[src/rtl/exec_stage_pkg.sv]
// Bundle package for the execute stage: control struct, ALU/MDU function codes,
// operand selects, bubble encodings and the MDU state type.
package exec_stage_pkg;

  // Bit 4 set marks the multiply/divide group; bit 2 within it selects divide.
  typedef enum logic [4:0] {
    ALU_ADD   = 5'd0,  ALU_SUB  = 5'd1,  ALU_SLL  = 5'd2,  ALU_SRL   = 5'd3,
    ALU_SRA   = 5'd4,  ALU_AND  = 5'd5,  ALU_OR   = 5'd6,  ALU_XOR   = 5'd7,
    ALU_SLT   = 5'd8,  ALU_SLTU = 5'd9,  ALU_COPY1 = 5'd10,
    ALU_MUL   = 5'd16, ALU_MULH = 5'd17, ALU_MULHU = 5'd18,
    ALU_DIV   = 5'd20, ALU_DIVU = 5'd21, ALU_REM  = 5'd22, ALU_REMU  = 5'd23
  } alu_fun_e;

  typedef enum logic [1:0] {OP1_RS1, OP1_PC, OP1_IMZ} op1_sel_e;
  typedef enum logic [2:0] {OP2_RS2, OP2_ITYPE, OP2_STYPE, OP2_SBTYPE, OP2_UTYPE, OP2_UJTYPE} op2_sel_e;

  localparam logic [3:0] BR_N   = 4'd0;
  localparam logic [1:0] WB_ALU = 2'd0;
  localparam logic       M_X    = 1'b0;
  localparam logic [2:0] MT_X   = 3'd0;
  localparam logic [2:0] CSR_N  = 3'd0;

  typedef struct packed {
    logic [3:0] br_type;
    op1_sel_e   op1_sel;
    op2_sel_e   op2_sel;
    alu_fun_e   alu_fun;
    logic [1:0] wb_sel;
    logic       rf_wen;
    logic       mem_val;
    logic       mem_fcn;
    logic [2:0] mem_typ;
    logic [2:0] csr_cmd;
  } exec_ctrl_t;

  localparam exec_ctrl_t CTRL_BUBBLE = '{
    br_type: BR_N, op1_sel: OP1_RS1, op2_sel: OP2_RS2, alu_fun: ALU_ADD, wb_sel: WB_ALU,
    rf_wen: 1'b0, mem_val: 1'b0, mem_fcn: M_X, mem_typ: MT_X, csr_cmd: CSR_N};

  typedef enum logic [1:0] {S_IDLE, S_BUSY, S_DONE} mdu_state_e;

  function automatic logic is_mdu(input alu_fun_e f);
    return f[4];
  endfunction

endpackage

[src/rtl/exec_stage_if.sv]
// Decode -> execute handshake bundle; decode is the master, the execute stage the slave.
interface exec_stage_if
  import exec_stage_pkg::*;
#(parameter int XLEN = 32);
  logic            valid, ready, kill;
  logic [XLEN-1:0] pc;
  logic [31:0]     inst;
  logic [4:0]      wb_addr, rs1_addr, rs2_addr;
  logic [XLEN-1:0] op1_data, op2_data, rs2_data;
  exec_ctrl_t      ctrl;

  modport master (output valid, kill, pc, inst, wb_addr, rs1_addr, rs2_addr,
                         op1_data, op2_data, rs2_data, ctrl,
                  input  ready);
  modport slave  (input  valid, kill, pc, inst, wb_addr, rs1_addr, rs2_addr,
                         op1_data, op2_data, rs2_data, ctrl,
                  output ready);
endinterface

[src/rtl/exec_muldiv.sv]
// Iterative multiply/divide: one shift-add or restoring-divide bit per enabled cycle,
// XLEN iterations after start. Signed ops run on magnitudes and fix the sign at the end.
module exec_muldiv
  import exec_stage_pkg::*;
#(parameter int XLEN = 32) (
  input  logic            clk,
  input  logic            rst_n,
  input  logic            start,
  input  logic            kill,
  input  logic            en,
  input  alu_fun_e        fun,
  input  logic [XLEN-1:0] a,
  input  logic [XLEN-1:0] b,
  output logic            busy,
  output logic            done,
  output logic [XLEN-1:0] result
);
  localparam int CW = $clog2(XLEN);

  logic [XLEN:0]     hi;
  logic [XLEN-1:0]   lo, dvs;
  logic [CW-1:0]     cnt;
  alu_fun_e          fun_q;
  logic              neg_lo, neg_hi;
  logic              sgn, a_neg, b_neg;
  logic [XLEN-1:0]   a_mag, b_mag;
  logic [XLEN:0]     mul_sum, mul_nxt, div_sh, div_diff;
  logic [2*XLEN-1:0] prod, prod_s;

  always_comb begin
    sgn      = (fun == ALU_MULH) || (fun == ALU_DIV) || (fun == ALU_REM);
    a_neg    = sgn && a[XLEN-1];
    b_neg    = sgn && b[XLEN-1];
    a_mag    = a_neg ? -a : a;
    b_mag    = b_neg ? -b : b;
    mul_sum  = {1'b0, hi[XLEN-1:0]} + {1'b0, dvs};
    mul_nxt  = lo[0] ? mul_sum : {1'b0, hi[XLEN-1:0]};
    div_sh   = {hi[XLEN-1:0], lo[XLEN-1]};
    div_diff = div_sh - {1'b0, dvs};
    prod     = {hi[XLEN-1:0], lo};
    prod_s   = neg_lo ? -prod : prod;
  end

  assign done = busy && (cnt == CW'(XLEN - 1));

  always_ff @(posedge clk or negedge rst_n) begin
    if (!rst_n) begin
      busy   <= 1'b0;
      cnt    <= '0;
      hi     <= '0;
      lo     <= '0;
      dvs    <= '0;
      fun_q  <= ALU_MUL;
      neg_lo <= 1'b0;
      neg_hi <= 1'b0;
    end else if (kill) begin
      busy <= 1'b0;
    end else if (start) begin
      busy   <= 1'b1;
      cnt    <= '0;
      fun_q  <= fun;
      hi     <= '0;
      lo     <= a_mag;
      dvs    <= b_mag;
      // divide by zero keeps the all-ones quotient unsigned
      neg_lo <= (a_neg ^ b_neg) && (b != '0);
      neg_hi <= a_neg;
    end else if (busy && en) begin
      cnt <= cnt + 1'b1;
      if (done) busy <= 1'b0;
      if (fun_q[2]) begin
        if (!div_diff[XLEN]) begin
          hi <= div_diff;
          lo <= {lo[XLEN-2:0], 1'b1};
        end else begin
          hi <= div_sh;
          lo <= {lo[XLEN-2:0], 1'b0};
        end
      end else begin
        {hi, lo} <= {1'b0, mul_nxt, lo[XLEN-1:1]};
      end
    end
  end

  always_comb begin
    result = '0;
    case (fun_q)
      ALU_MUL:            result = lo;
      ALU_MULH:           result = prod_s[2*XLEN-1:XLEN];
      ALU_MULHU:          result = hi[XLEN-1:0];
      ALU_DIV, ALU_DIVU:  result = neg_lo ? -lo : lo;
      ALU_REM, ALU_REMU:  result = neg_hi ? -hi[XLEN-1:0] : hi[XLEN-1:0];
      default:            result = '0;
    endcase
  end

endmodule

[src/rtl/exec_stage.sv]
// Execute stage: decode->execute register, N-source bypass, ALU and, when
// EXEC_MULDIV_EN is defined, the iterative MDU with its IDLE/BUSY/DONE FSM.
module exec_stage
  import exec_stage_pkg::*;
#(parameter int XLEN = 32, parameter int NUM_BYPASS = 3) (
  input  logic                            clk,
  input  logic                            rst_n,
  exec_stage_if.slave                     dec,
  input  logic                            pipeline_kill,
  input  logic                            mem_stall,
  input  logic [NUM_BYPASS-1:0]           byp_valid,
  input  logic [NUM_BYPASS-1:0][4:0]      byp_addr,
  input  logic [NUM_BYPASS-1:0][XLEN-1:0] byp_data,
  output logic                            ex_valid,
  output logic [XLEN-1:0]                 ex_pc,
  output logic [31:0]                     ex_inst,
  output logic [4:0]                      ex_wb_addr,
  output logic [XLEN-1:0]                 ex_rs2_data,
  output exec_ctrl_t                      ex_ctrl,
  output logic [XLEN-1:0]                 ex_result,
  output logic                            ex_busy,
  output logic                            ex_illegal
);
  localparam int SHW = $clog2(XLEN);

  logic            adv, cap, valid_q;
  logic [XLEN-1:0] op1_q, op2_q, op1_d, op2_d, rs2_d, fwd1, fwd2, alu_res;
  logic            hit1, hit2;
  logic [SHW-1:0]  shamt;

  assign adv = dec.ready && !mem_stall;
  assign cap = adv && dec.valid && !dec.kill && !pipeline_kill;

  // Scan from the oldest source down so the lowest index wins.
  always_comb begin
    fwd1 = '0;
    fwd2 = '0;
    hit1 = 1'b0;
    hit2 = 1'b0;
    for (int i = NUM_BYPASS - 1; i >= 0; i--) begin
      if (byp_valid[i] && byp_addr[i] == dec.rs1_addr) begin hit1 = 1'b1; fwd1 = byp_data[i]; end
      if (byp_valid[i] && byp_addr[i] == dec.rs2_addr) begin hit2 = 1'b1; fwd2 = byp_data[i]; end
    end
    op1_d = (hit1 && dec.rs1_addr != 5'd0 && dec.ctrl.op1_sel == OP1_RS1) ? fwd1 : dec.op1_data;
    op2_d = (hit2 && dec.rs2_addr != 5'd0 && dec.ctrl.op2_sel == OP2_RS2) ? fwd2 : dec.op2_data;
    rs2_d = (hit2 && dec.rs2_addr != 5'd0) ? fwd2 : dec.rs2_data;
  end

  always_ff @(posedge clk or negedge rst_n) begin
    if (!rst_n) begin
      valid_q     <= 1'b0;
      ex_pc       <= '0;
      ex_inst     <= '0;
      ex_wb_addr  <= '0;
      ex_rs2_data <= '0;
      ex_ctrl     <= CTRL_BUBBLE;
      op1_q       <= '0;
      op2_q       <= '0;
    end else if (pipeline_kill || adv) begin
      valid_q    <= cap;
      ex_inst    <= cap ? dec.inst : '0;
      ex_wb_addr <= cap ? dec.wb_addr : '0;
      ex_ctrl    <= cap ? dec.ctrl : CTRL_BUBBLE;
      if (!pipeline_kill) begin
        ex_pc       <= dec.pc;
        ex_rs2_data <= rs2_d;
        op1_q       <= op1_d;
        op2_q       <= op2_d;
      end
    end
  end

  assign shamt = op2_q[SHW-1:0];

  always_comb begin
    alu_res = '0;
    case (ex_ctrl.alu_fun)
      ALU_ADD:   alu_res = op1_q + op2_q;
      ALU_SUB:   alu_res = op1_q - op2_q;
      ALU_SLL:   alu_res = op1_q << shamt;
      ALU_SRL:   alu_res = op1_q >> shamt;
      ALU_SRA:   alu_res = $unsigned($signed(op1_q) >>> shamt);
      ALU_AND:   alu_res = op1_q & op2_q;
      ALU_OR:    alu_res = op1_q | op2_q;
      ALU_XOR:   alu_res = op1_q ^ op2_q;
      ALU_SLT:   alu_res = {{(XLEN-1){1'b0}}, $signed(op1_q) < $signed(op2_q)};
      ALU_SLTU:  alu_res = {{(XLEN-1){1'b0}}, op1_q < op2_q};
      ALU_COPY1: alu_res = op1_q;
      default:   alu_res = '0;
    endcase
  end

`ifdef EXEC_MULDIV_EN
  mdu_state_e      state, state_nxt;
  logic            md_start, md_busy, md_done;
  logic [XLEN-1:0] md_result;

  assign md_start = cap && is_mdu(dec.ctrl.alu_fun);

  exec_muldiv #(.XLEN(XLEN)) u_muldiv (
    .clk    (clk),
    .rst_n  (rst_n),
    .start  (md_start),
    .kill   (pipeline_kill),
    .en     (!mem_stall),
    .fun    (dec.ctrl.alu_fun),
    .a      (op1_d),
    .b      (op2_d),
    .busy   (md_busy),
    .done   (md_done),
    .result (md_result)
  );

  always_ff @(posedge clk or negedge rst_n) begin
    if (!rst_n) state <= S_IDLE;
    else        state <= state_nxt;
  end

  always_comb begin
    state_nxt = state;
    if (pipeline_kill) begin
      state_nxt = S_IDLE;
    end else if (!mem_stall) begin
      case (state)
        S_BUSY:  if (md_done) state_nxt = S_DONE;
        default: state_nxt = md_start ? S_BUSY : S_IDLE;
      endcase
    end
  end

  assign dec.ready  = (state != S_BUSY);
  assign ex_busy    = md_busy;
  assign ex_valid   = valid_q && (!is_mdu(ex_ctrl.alu_fun) || state == S_DONE);
  assign ex_result  = (state == S_DONE) ? md_result : alu_res;
  assign ex_illegal = 1'b0;
`else
  assign dec.ready  = 1'b1;
  assign ex_busy    = 1'b0;
  assign ex_valid   = valid_q;
  assign ex_result  = is_mdu(ex_ctrl.alu_fun) ? '0 : alu_res;
  assign ex_illegal = valid_q && is_mdu(ex_ctrl.alu_fun);
`endif

endmodule

[src/flat_wrapper.sv]
// flat-port wrapper written by rule: the top's interface ports become plain ports
module exec_stage_flat import exec_stage_pkg::*;
#(parameter int XLEN = 32, parameter int NUM_BYPASS = 3)
  (clk, rst_n, pipeline_kill, mem_stall, byp_valid, byp_addr, byp_data, ex_valid, ex_pc, ex_inst, ex_wb_addr, ex_rs2_data, ex_ctrl, ex_result, ex_busy, ex_illegal, dec_valid, dec_kill, dec_pc, dec_inst, dec_wb_addr, dec_rs1_addr, dec_rs2_addr, dec_op1_data, dec_op2_data, dec_rs2_data, dec_ctrl, dec_ready);
  exec_stage_if #(.XLEN(XLEN)) dec_i ();
  input  logic clk;
  input  logic rst_n;
  input  logic pipeline_kill;
  input  logic mem_stall;
  input  logic [NUM_BYPASS-1:0] byp_valid;
  input  logic [NUM_BYPASS-1:0][4:0] byp_addr;
  input  logic [NUM_BYPASS-1:0][XLEN-1:0] byp_data;
  output logic ex_valid;
  output logic [XLEN-1:0] ex_pc;
  output logic [31:0] ex_inst;
  output logic [4:0] ex_wb_addr;
  output logic [XLEN-1:0] ex_rs2_data;
  output exec_ctrl_t ex_ctrl;
  output logic [XLEN-1:0] ex_result;
  output logic ex_busy;
  output logic ex_illegal;
  input wire logic [$bits(dec_i.valid)-1:0] dec_valid;
  input wire logic [$bits(dec_i.kill)-1:0] dec_kill;
  input wire logic [$bits(dec_i.pc)-1:0] dec_pc;
  input wire logic [$bits(dec_i.inst)-1:0] dec_inst;
  input wire logic [$bits(dec_i.wb_addr)-1:0] dec_wb_addr;
  input wire logic [$bits(dec_i.rs1_addr)-1:0] dec_rs1_addr;
  input wire logic [$bits(dec_i.rs2_addr)-1:0] dec_rs2_addr;
  input wire logic [$bits(dec_i.op1_data)-1:0] dec_op1_data;
  input wire logic [$bits(dec_i.op2_data)-1:0] dec_op2_data;
  input wire logic [$bits(dec_i.rs2_data)-1:0] dec_rs2_data;
  input wire logic [$bits(dec_i.ctrl)-1:0] dec_ctrl;
  output wire logic [$bits(dec_i.ready)-1:0] dec_ready;
  assign dec_i.valid = dec_valid;
  assign dec_i.kill = dec_kill;
  assign dec_i.pc = dec_pc;
  assign dec_i.inst = dec_inst;
  assign dec_i.wb_addr = dec_wb_addr;
  assign dec_i.rs1_addr = dec_rs1_addr;
  assign dec_i.rs2_addr = dec_rs2_addr;
  assign dec_i.op1_data = dec_op1_data;
  assign dec_i.op2_data = dec_op2_data;
  assign dec_i.rs2_data = dec_rs2_data;
  assign dec_i.ctrl = dec_ctrl;
  assign dec_ready = dec_i.ready;
  exec_stage #(.XLEN(XLEN), .NUM_BYPASS(NUM_BYPASS)) u_core (.clk(clk), .rst_n(rst_n), .dec(dec_i), .pipeline_kill(pipeline_kill), .mem_stall(mem_stall), .byp_valid(byp_valid), .byp_addr(byp_addr), .byp_data(byp_data), .ex_valid(ex_valid), .ex_pc(ex_pc), .ex_inst(ex_inst), .ex_wb_addr(ex_wb_addr), .ex_rs2_data(ex_rs2_data), .ex_ctrl(ex_ctrl), .ex_result(ex_result), .ex_busy(ex_busy), .ex_illegal(ex_illegal));
endmodule
[config.mk]
export PLATFORM = sky130hd
export DESIGN_NAME = exec_stage_flat
export DESIGN_NICKNAME = d
export VERILOG_FILES = /design/src/rtl/exec_stage_pkg.sv /design/src/rtl/exec_stage_if.sv /design/src/rtl/exec_muldiv.sv /design/src/rtl/exec_stage.sv /design/src/flat_wrapper.sv
export SDC_FILE = /design/constraint.sdc
export NUM_CORES = 1
export LEC_CHECK = 0
export CORE_UTILIZATION = 46
export CTS_BUF_LIST = sky130_fd_sc_hd__clkbuf_4
export DETAILED_ROUTE_END_ITERATION = 7
export PLACE_DENSITY = 0.86
export SLEW_MARGIN = 20
export SYNTH_ARGS = -nofsm -noshare
export SYNTH_HDL_FRONTEND = slang
export SYNTH_HIERARCHICAL = 1
export SYNTH_SLANG_ARGS = --single-unit
[constraint.sdc]
create_clock -name clk -period 4 [get_ports clk]
set_input_delay 0.4 -clock clk [delete_from_list [all_inputs] [get_ports clk]]
set_output_delay 0.4 -clock clk [all_outputs]
set_load 0.02 [all_outputs]
==> results.yml, run 1 <==
synthesis:
  yosys.area.top_type: "dfrtp_1"
  synth.avg_cell_area_um2: 8.27
  yosys_register_bits: 191
  synth_area_leaders: "dfrtp_1, mux2i_1, ha_1"
  synthArstFlopShare_pct: 100
  yosys_most_used_dff: "dfrtp_1"
  netlist_area_um2: 17800
  synthTopCellsByCount: "nor2_1, a21oi_1, dfrtp_1"
  seq_area_frac_synth_pct: 26.8
  synth_top_area_share_pct: 26.8
  syn_inst: 2155
  synth.most_common_cell: "nor2_1"
  ys_warn_count: 6
  synth_cell_type_count: 80
  synth-edff-count: 0
  synth_fp_nets: 2581
timing:
  fin_hold_ws_ns: 0.282
  max_freq_ghz: 0.234
  setup_ws_ns: -0.269
  final_hold_viol_count: 0
  relSlewSlack_pct: 46.5
  final_max_slew_viol_count: 0
  setup_violations: 20
  worst_pin_slew_ns: 0.802
  post-route-min-period_ns: 4.27
  finClkSkew_ns: 0
  rsz0062_at_grt: "yes"
  fin_tns_setup_ns: -2.67
  fin_crit_sh_pct: 107
worst_setup_path:
  reg2reg_to: "u_core/op2_q[0]$_DFFE_PN0P_"
  endpoint: "ex_result[26]"
  crit_path_end_kind: "primary output"
  r2r_slack_ns: 2.45
  required_ns: 3.60
  crit_fanout: 4
  startpoint_type: "flop"
  reg2reg_from: "u_core/op2_q[0]$_DFFE_PN0P_"
  crit_type: "reg -> out"
  critPathLaunch: "u_core/op1_q[6]$_DFFE_PN0P_"
  reg2reg_depth: 5
  arrival_ns: 3.87
placement:
  dp_cells: 3074
  place.gp.congestion: 1.10
  port_buffers: 479
  place_area_um2: 23500
  hpwl_um: 67100
die:
  io_pins: 482
  die_w_um: 199
  dieArea_um2: 39500
  std_cell_rows: 71
  fp.coreArea_um2: 37900
  die_h_um: 199
  initial_core_util_pct: 47.0
route:
  drt-wirelength-per-cell_um: 27.6
  dr.pass1.iters: 6
  drt_iter0_markers: 3005
  via_per_inst: 6.52
  num_vias: 20608
  ant_nets: 0
  drc: 0
  drt_wl_total_um: 87100
power_and_ir_drop:
  total_leakage_power_nw: 10.1
  total_power_mw: 9.12
  p_per_area_nw_per_um2: 362
  ir_drop_v: 0.000226
flow_run:
  drv_cap: 0
min_path:
  hp-class: "in -> async"
final_layout:
  areaGrowthSynthToFinish_pct: 41.3
  layoutNonFillerInstCount: 3160
  fillCellCount: 3089
  finish.instance_area_um2: 25200
  regArea_um2: 4790
  final_nets: 3057
  drive_above_1_share_pct: 17.8
  multi_input_area_um2: 12700
grt:
  grt_pass1_vias: 19475
  antenna_found_initial: 3
  grt.total_usage_pct: 42.6
  grt.overflow.total: 0
  grt_max_degree: 82
  grt_first_pass_wirelength_um: 124000
cts:
  cts_tree: "yes"
  cts_sinks: 191
  ctsHtreeMaxLevel: 4
  cts_buffers: 17
  clk_latency_ns: 0.69
  clk_pin_slew_ns: 0.22
  root_buffer: "clkbuf_4"
  clockBufferDepth: 2
run_status:
  status: "complete, but fails checks"
  violations: "setup timing"
## per-stage QoR
step | setup WS [ns] | util [%]
4_1_cts | -0.207 | 64.7
6_report | -0.269 | 66.4
3_5_place_dp | -0.0449 | 61.9
2_1_floorplan | -0.00597 | -
3_3_place_gp | 0.0432 | 61.9
5_1_grt | -0.352 | 66.4
## worst max-delay path, stage by stage, from the launching register on
cell	delay, ns
dfrtp_1	0.45
inv_2	0.09
ha_4	0.21
or3_4	0.38
or3_4	0.37
a21oi_4	0.19
o31ai_2	0.10
buf_4	0.17
a211oi_2	0.31
o31ai_2	0.11
o31ai_1	0.25
xor2_1	0.12
o211ai_1	0.25
buf_4	0.20
## timing repair
item                       CTS  global route
buffers inserted            24            22
pin swaps                   46            52
hold endpoints to repair    79             0
gates resized for setup    110            95
cloned                       2             2
hold buffers                 1             0
setup endpoints to repair   28            27
## area by class of cell
class / count / area share, %
diodes: 5 / 0.0497
clock inverters: 15 / 0.894
repair buffers: 652 / 25.1
multi-input cells: 1675 / 50.5
flip-flops and latches: 191 / 19.0
clock buffers: 17 / 0.507
inverters: 94 / 1.41
well taps: 511 / 2.54
## state kept, by name, indices dropped and copies added, names as in the netlist
signal / flops
u_core/ex_ctrl: 25
u_core/ex_valid: 1
u_core/ex_pc: 32
u_core/ex_rs2_data: 32
u_core/ex_inst: 32
u_core/op2_q: 32
u_core/ex_wb_addr: 5
u_core/op1_q: 32
## worst min path at each step
| stage | endpoint | start |
|---|---|---|
| global placement | u_core/op1_q[3]$_DFFE_PN0P_ | rst_n |
| finish | u_core/op1_q[3]$_DFFE_PN0P_ | rst_n |
| floorplan | u_core/ex_ctrl[0]$_DFFE_PN0P_ | rst_n |
| detailed placement | u_core/op1_q[3]$_DFFE_PN0P_ | rst_n |
| global route | u_core/ex_inst[10]$_DFFE_PN0P_ | dec_inst[10] |
| CTS | u_core/ex_inst[24]$_DFFE_PN0P_ | dec_inst[24] |
## placed cells by master, fill, tap and decap left out, drive strengths merged, types with 13 or more instances in the layout
master	count
clkdlybuf4s50	446
nor2	263
a21oi	222
buf	202
dfrtp	191
o21ai	168
nand2	166
mux2i	134
ha	104
inv	102
a22oi	86
a22o	65
mux4	50
mux2	38
nor3	30
xor2	29
xnor2	26
a211oi	21
clkbuf	20
o2111ai	19
or3	19
o211ai	18
nand3	15
a221oi	15
o21bai	14
a31oi	14
a21o	13
## logic make-up (layout without fill, tap and decap cells)
| group | after synthesis | after routing | synth area share (%) |
|---|---|---|---|
| AOI/OAI and AO/OA | 729 | 729 | 26.4 |
| muxes | 222 | 222 | 16.2 |
| xor gates and xnor gates | 55 | 55 | 2.70 |
| adders and majority gates | 106 | 106 | 7.53 |
| DFF | 191 | 191 | 26.8 |
| and+or+nand+nor | 561 | 561 | 13.7 |
| other | 2 | 7 | 0.0421 |
| buffers and inverters | 289 | 778 | 6.53 |
## power breakdown
group | switching, mW | internal [mW] | leakage [nW]
sequential | 0.176 | 2.13 | 2.30
combinational | 3.17 | 2.40 | 7.61
clock | 0.917 | 0.337 | 0.181
total | 4.26 | 4.86 | 10.1
## layer usage
| metal | up-vias | track usage, % | part of all wire [%] |
|---|---|---|---|
| met5 | - | 0 | 0.011 |
| met4 | 2 | 16.2 | 4.2 |
| met1 | 9898 | 56.7 | 38 |
| met3 | 253 | 12.8 | 13 |
| li1 | 8821 | - | - |
| met2 | 1634 | 64.9 | 45 |
Note: power is estimated with default switching activity, not from simulation.
==> run 2, diff against run 1 <==
--- a/config.mk
+++ b/config.mk
@@ -5,10 +5,13 @@
 export SDC_FILE = /design/constraint.sdc
 export NUM_CORES = 1
 export LEC_CHECK = 0
-export CORE_UTILIZATION = 46
+export CAP_MARGIN = 30
+export CELL_PAD_IN_SITES_DETAIL_PLACEMENT = 1
+export CELL_PAD_IN_SITES_GLOBAL_PLACEMENT = 2
+export CORE_UTILIZATION = 26
 export CTS_BUF_LIST = sky130_fd_sc_hd__clkbuf_4
 export DETAILED_ROUTE_END_ITERATION = 7
-export PLACE_DENSITY = 0.86
+export PLACE_DENSITY = 0.85
 export SLEW_MARGIN = 20
 export SYNTH_ARGS = -nofsm -noshare
 export SYNTH_HDL_FRONTEND = slang
==> results.yml, run 2 (same netlist as run 1, synthesis figures left out) <==
min_path:
  hp-class: "in -> reg"
  worstHoldStart: "dec_inst[20]"
  hold_path_end: "u_core/ex_inst[20]$_DFFE_PN0P_"
  holdPathStages: 2
cts:
  cts_buffers: 17
  clk_latency_ns: 0.68
  clk_pin_slew_ns: 0.23
  clockBufferDepth: 2
  root_buffer: "clkbuf_4"
  cts_sinks: 191
  ctsHtreeMaxLevel: 4
  cts_tree: "yes"
die:
  die_w_um: 264
  std_cell_rows: 95
  io_pins: 482
  fp.coreArea_um2: 67500
  dieArea_um2: 69600
  initial_core_util_pct: 26.4
  die_h_um: 264
worst_setup_path:
  required_ns: 3.60
  crit_type: "reg -> out"
  reg2reg_depth: 5
  reg2reg_from: "u_core/op2_q[0]$_DFFE_PN0P_"
  crit_path_end_kind: "primary output"
  crit_fanout: 3
  reg2reg_to: "u_core/op2_q[0]$_DFFE_PN0P_"
  startpoint_type: "flop"
  arrival_ns: 3.87
  r2r_slack_ns: 2.39
power_and_ir_drop:
  total_leakage_power_nw: 10.3
  clkPwrFrac_pct: 13.5
  p_int_mw: 5.17
  ir_drop_v: 0.000173
  p_seq_share_pct: 24.1
  p_per_area_nw_per_um2: 365
  p_sw_share_pct: 45.9
  p_sw_mw: 4.38
  p_comb_share_pct: 62.4
timing:
  post-route-min-period_ns: 4.27
  final_max_slew_viol_count: 0
  max_freq_ghz: 0.234
  finClkSkew_ns: 0
  relSlewSlack_pct: 39.0
  fin_crit_sh_pct: 107
  final_hold_viol_count: 0
  rsz0062_at_grt: "yes"
  fin_hold_ws_ns: 0.287
  worst_pin_slew_ns: 0.915
  setup_ws_ns: -0.271
  setup_violations: 21
final_layout:
  regArea_um2: 4800
  multi_input_area_um2: 12900
  drive_above_1_share_pct: 19.3
  final_cell_mix: "clkdlybuf4s50_1, nor2_1, a21oi_1"
  areaGrowthSynthToFinish_pct: 46.7
  final_nets: 3068
  final_common_cell: "clkdlybuf4s50_1"
  fillCellCount: 7757
grt:
  grt_pass1_vias: 20882
  grt_first_pass_wirelength_um: 142000
  grt.overflow.total: 0
  grt.total_usage_pct: 26.9
  grt_max_degree: 97
  antenna_found_initial: 8
route:
  drt-wirelength-per-cell_um: 27.6
  ant_nets: 0
  dr.pass1.iters: 5
  drt_wl_total_um: 97500
  num_vias: 20135
  drt_iter0_markers: 1695
  drc: 0
  via_per_inst: 5.70
placement:
  hpwl_um: 74700
  dpl_worst_slack_ns: -0.0297
  place.gp.congestion: 0.959
  port_buffers: 479
flow_run:
  drv_cap: 0
run_status:
  status: "complete, but fails checks"
  violations: "setup timing"
run 2: changes by cell type in the layout (fill, tap and decap cells not counted), moves of 5 or more:
cell	before	now
a21oi_1	207	198
a21oi_2	10	19
buf_12	10	27
buf_4	169	162
dfrtp_1	183	178
o21ai_0	139	128
o21ai_2	10	17
run 2: critical path: stages (launching register included):
cell	delay [ns]
dfrtp_1	0.44
inv_2	0.10
ha_4	0.21
or3_4	0.39
or3_4	0.36
a311oi_4	0.32
nor4b_4	0.13
o221ai_4	0.31
a31oi_4	0.14
o221a_1	0.26
mux2i_1	0.20
o311ai_2	0.16
buf_4	0.19
run 2: per-stage QoR:
stage	instances	instance area, µm²	total power [mW]	setup TNS, ns	utilization, %
6_report	3534	26100	9.55	-3.14	38.7
5_1_grt	3533	26100	9.98	-6.12	38.7
4_1_cts	3501	25500	9.23	-3.48	37.8
3_5_place_dp	3451	24300	7.50	-0.0297	35.9
3_3_place_gp	3451	24300	7.43	0	35.9
2_1_floorplan	2155	17800	5.01	-0.00597	-
run 2: area by class of cell:
cell class	count	share of cell area (%)
Timing Repair Buffer	663	25.3
Sequential cell	191	18.4
Tap cell	873	4.18
Clock inverter	15	0.933
Multi-Input combinational cell	1675	49.3
Antenna cell	6	0.0574
Clock buffer	17	0.488
Inverter	94	1.37
run 2: per-layer routing:
metal	track usage, %	up-vias	wire, µm
li1	-	8840	-
met3	5.01	156	7320
met5	0	-	16
met1	34.7	10200	40600
met4	8.99	2	3280
met2	44.9	937	46300
run 2: worst max-delay path by stage:
stage / start / to / slack, ns
2_1_floorplan: u_core/op2_q[2]$_DFFE_PN0P_ / ex_result[30] / -0.006
3_3_place_gp: u_core/op2_q[0]$_DFFE_PN0P_ / ex_result[30] / 0.07
3_5_place_dp: u_core/op2_q[0]$_DFFE_PN0P_ / ex_result[30] / -0.03
4_1_cts: u_core/op1_q[0]$_DFFE_PN0P_ / ex_result[0] / -0.35
5_1_grt: u_core/op2_q[6]$_DFFE_PN0P_ / ex_result[31] / -0.43
6_report: u_core/op2_q[6]$_DFFE_PN0P_ / ex_result[31] / -0.27
run 2: timing repair:
item / 4_1_cts / 5_1_grt
cloned: 1 / 3
resized for setup: 168 / 84
buffers inserted: 18 / 25
endpoints found under the hold margin: 93 / 0
endpoints found under the setup margin: 31 / 31
hold buffers: 1 / 0
pin swaps: 58 / 48
run 2: power by group through the flow:
stage | Combinational, mW | Sequential [mW] | Clock [mW]
4_1_cts | 5.59 | 2.30 | 1.34
2_1_floorplan | 2.57 | 2.43 | 0
6_report | 5.96 | 2.30 | 1.29
3_5_place_dp | 5.16 | 2.34 | 0
3_3_place_gp | 5.11 | 2.32 | 0
5_1_grt | 6.27 | 2.33 | 1.38
